File: src/rtl/decoder_3_8.sv
// Registered 3-to-8 decoder: s selects one of eight output bits, polarity set by ACTIVE_LOW.
// valid marks cycles where d carries a decode of an enabled select code.
module decoder_3_8 #(
    parameter bit ACTIVE_LOW = 1'b0
) (
    input  logic       clk,
    input  logic       rst,
    input  logic       en,
    input  logic [2:0] s,
    output logic [7:0] d,
    output logic       valid
);

    localparam logic [7:0] INACT = ACTIVE_LOW ? 8'hFF : 8'h00;

    logic [7:0] one_hot;
    logic [7:0] d_d;
    logic [7:0] d_q;
    logic       valid_d;
    logic       valid_q;

    always_comb begin
        one_hot = 8'h01 << s;
        d_d     = INACT;
        valid_d = 1'b0;
        if (en) begin
            // Inverting the one-hot word gives the one-cold form with a single 0 at bit s.
            d_d     = ACTIVE_LOW ? ~one_hot : one_hot;
            valid_d = 1'b1;
        end
    end

    always_ff @(posedge clk) begin
        if (rst) begin
            d_q     <= INACT;
            valid_q <= 1'b0;
        end else begin
            d_q     <= d_d;
            valid_q <= valid_d;
        end
    end

    assign d     = d_q;
    assign valid = valid_q;

endmodule

File: config.mk
export PLATFORM = sky130hd
export DESIGN_NAME = decoder_3_8
export DESIGN_NICKNAME = d
export VERILOG_FILES = /design/src/rtl/decoder_3_8.sv
export SDC_FILE = /design/constraint.sdc
export NUM_CORES = 1
export LEC_CHECK = 0
export BUFFER_PORTS_ARGS = -buffer_cell sky130_fd_sc_hd__buf_4
export CORE_AREA = 3 3 40 42
export DETAILED_ROUTE_END_ITERATION = 10
export DIE_AREA = 0 0 43 45
export GPL_TIMING_DRIVEN = 0
export PLACE_DENSITY = 0.42
export SLEW_MARGIN = 0
export SYNTH_ARGS = -nofsm -noshare
export SYNTH_HDL_FRONTEND = slang
export SYNTH_SLANG_ARGS = --single-unit
File: constraint.sdc
create_clock -name clk -period 0.8 [get_ports clk]
set_input_delay 0 -clock clk [delete_from_list [all_inputs] [get_ports clk]]
set_output_delay 0 -clock clk [all_outputs]
set_load 0.02 [all_outputs]
== After elaboration in Yosys (flattened, before gate mapping) ==
Index checks and enable logic that the tools add are counted.

* Flip-flop bits (word level): 9
* Bits of input ports: 6
* Word-level logic and storage cells: 6

* Shift operators: 1
* Mux-type cells: 1
* Bitwise logic cells: 1
* Reductions and logical operators: 1

{| class="wikitable"
|+ Operators with widths
! cell !! count
|-
| left shift 1 x 3 -> 8 bit, first input constant || 1
|-
| OR reduction 2 bit || 1
|-
| two-way mux 1 bit || 1
|-
| NOT 1 bit || 1
|}

== Depth between registers and ports, before layout ==
* Depth after elaboration: 2
* Gate-level depth with buffers: 2

== Least setup slack after synthesis ==
Ideal clock, no wire load.

* Path type: input -> register
* Start point: input port rst
* End point: register d_q[0], in the netlist d[0]
* Library setup time: 0.073 ns
* Data arrival time: 0.484 ns
* Data required time: 0.727 ns
* Path slack: 0.243 ns
* Cell stages on the path: 2
* Cell sequence: or3b_4 -> nor3_2

* Word-level cells in the longest chain between the ends: 1

{| class="wikitable"
|+ RTL lines
! what !! RTL line !! text
|-
| start: declaration || 7 || <nowiki>input logic rst,</nowiki>
|-
| OR reduction 2 bit (no source line) || n/a ||
|-
| end signal: assignment || 35 || <nowiki>d_q <= INACT;</nowiki>
|-
| end signal: assignment || 38 || <nowiki>d_q <= d_d;</nowiki>
|-
| end: declaration || 18 || <nowiki>logic [7:0] d_q;</nowiki>
|}

Every way passes these cells.
A chain may end at the register's enable or synchronous reset.

== Worst setup path in the final report ==
* Start point: input port s[2]
* End point: register d_q[1], in the netlist d[1]

* Word-level cells in the longest chain between the ends: 1

{| class="wikitable"
|+ RTL lines
! what !! RTL line !! text
|-
| start: declaration || 9 || <nowiki>input logic [2:0] s,</nowiki>
|-
| left shift 1 x 3 -> 8 bit || 23 || <nowiki>one_hot = 8'h01 << s;</nowiki>
|}

Every way passes these cells.

==> out/qor.txt <==
Status -> complete, no violations
Setup_tns -> 0 ns
Non-filler cells, final -> 60
Register clock-pin slew on the reported worst setup and hold paths -> 0.06 ns
Final count of pins violating max slew -> 0
Clk sink count -> 9
CP max FO -> 5
CP max-delay cell -> dlygate4sd3_1
Req. time, crit path -> 0.99 ns
FF+latch count, synth -> 9
Headroom to the max-slew limit -> 87.5%
Leak pwr -> 0.207 nW
CTS root buf -> clkbuf_4
Final setup viols -> 0
CP startpoint kind -> input port
Number of port buffers -> 14
Hold Vio Cnt, Final -> 0
Initial antenna violation count -> 0
Setup bufs post-CTS -> 0
Arr. time, crit path -> 0.96 ns
CTS tree -> done
WS Path Type -> input port to flop
Initial Utilization -> 20.2%
Layout cells sized above 1 -> 44.4%
Area growth syn-to-layout -> 76.3%
Slew @ Worst Pin -> 0.186 ns
Die Wd -> 43 um
Final wirelength -> 555 um
Seq/Total Area, Yosys -> 69.6%
Netlist Area Pre-Place -> 259 sq um
GRT overflow -> 0
Top-level I/O count -> 15
Distinct cells, synth -> 9
Largest net degree at the start of global routing -> 6
Post-Syn Nets -> 29
Mux contribution to synthesized area -> 0%
Crit path max-delay family -> buffers and inverters
Fin crit period -> 0.763 ns
Routability Congestion -> 0.673
Peak VDD IR -> 0.662 mV
Syn Area/Cell -> 11.3 sq um
Post-Place Cells -> 52
GRT Total Usage -> 7.35%
Worst hold-check path type -> input port to flop
PD cells -> 1950 nW/um^2
Warnings from Yosys -> 0
Max Root-Sink Buffers -> 2
Routed Antenna Nets -> 0
CP Capture Type -> flop
XOR/XNOR share of the synthesized area -> 0%
Final core occ -> 35.5%
DR vias -> 223
Post-synthesis adder-cell area fraction -> 0%
Max Fclk -> 1310 MHz
Synth Area in Compound Gates -> 0%
Mapped Cells -> 23
Worst Hold Depth -> 3
DR iter-0 viols -> 4
Hold_sp -> s[1]
First-pass GRT wire length -> 1.01 mm
Core Area -> 1280 sq um
Die Area -> 1940 sq um
Synth Area in Simple Gates -> 30.4%
Post-layout nets -> 52
Via density -> 3.72
DRC -> 0
ANT cells -> 0
Die height -> 45 um
CTS HTree Levels -> 1
Num CTS Buffers -> 3
Post-route clock period utilization -> 95.3%
Rows -> 13
Unrepaired setup endpoints after global routing -> no
First-pass iteration count of the detailed router -> 2
Critical path cell sequence -> dlygate4sd3_1 > buf_4 > nand2b_1 > nor2_1
Vias in the first global route -> 235
WP buf/inv -> 2
Main combinational cell family by area after synthesis -> simple AND/OR/NAND/NOR gates
Worst stage delay on the critical path -> 0.54 ns
Max-cap violations -> 0
Hold path endpoint -> d[0]
DR WL/cell -> 9.25 um
==> synthesized netlist by cell type <==
cell,count,area share (%)
nor2b_1,1,2.4
nor3_2,1,3.9
nor2_1,6,8.7
nand2_1,1,1.4
dfxtp_1,9,70
or3b_4,1,4.3
nand3b_1,1,2.9
nand2b_1,2,4.8
nor3_1,1,1.9
==> area by class of cell <==
cell class                      count  area, sq um
Clock buffer                        4         26.3
Fill cell                         138          828
Multi-Input combinational cell     14         86.3
Sequential cell                     9          180
Tap cell                           15         18.8
Timing Repair Buffer               18          145
==> flip-flops by register name, indices dropped and copies added, names as in the netlist <==
signal  flops
d           8
valid       1
==> kinds of logic (layout without fill, tap and decap cells) <==
family / count (synthesis) / count (layout)
buffers and inverters: 0 / 22
and+or+nand+nor: 14 / 14
DFF: 9 / 9
==> metal layers <==
layer  track usage [%]  routed length (um)  up-vias
met5                 0                   0        -
met4              5.42                   0        0
met3              4.38                  56        0
met2              12.3                 304        9
met1              6.55                 194       97
li1                  -                   -      117
==> worst max path at each step <==
stage	depth (start not counted)	end	slack (ns)	from
2_1_floorplan	2	d[0]	0.24	rst
3_3_place_gp	3	d[0]	0.09	rst
3_5_place_dp	3	d[5]	0.07	rst
4_1_cts	4	d[1]	0.06	s[2]
5_1_grt	4	d[4]	0.02	s[0]
6_report	4	d[1]	0.04	s[2]
==> report_power, final <==
| group | total (mW) | internal, mW | switching, mW | leakage (nW) |
|---|---|---|---|---|
| registers | 0.460 | 0.457 | 0.00222 | 0.0731 |
| logic | 0.0949 | 0.0535 | 0.0414 | 0.119 |
| clock network | 0.338 | 0.191 | 0.146 | 0.0150 |
| total | 0.892 | 0.702 | 0.190 | 0.207 |
==> placed cells by master (no fill, tap or decap) <==
cell type      Yosys  routed
nor3_2             1       1
or3b_4             1       1
nand2b_4           0       1
nand3b_1           1       1
nand2_1            1       1
nor2b_1            1       1
nor2_1             6       6
nand2b_1           2       1
clkbuf_1           0       1
dlygate4sd3_1      0       4
nor3_1             1       1
clkbuf_4           0       3
buf_4              0      14
dfxtp_1            9       9
==> stage by stage <==
step	setup WS, ns	power [mW]	hold slack (ns)	instance area (sq um)
after detailed placement	0.0738	0.545	0.178	383
after global placement	0.0908	0.544	0.173	383
final	0.0373	0.892	0.0423	457
after floorplan	0.243	0.501	0.0690	259
after CTS	0.0569	0.910	0.0333	449
after global routing	0.0177	0.948	0.0404	457
==> timing repair <==
action,in CTS,in global routing
hold buffers,4,0
endpoints found under the setup margin,0,1
gates resized for setup,0,1
endpoints found under the hold margin,3,0
No activity file was read; power rests on OpenSTA's default activity.
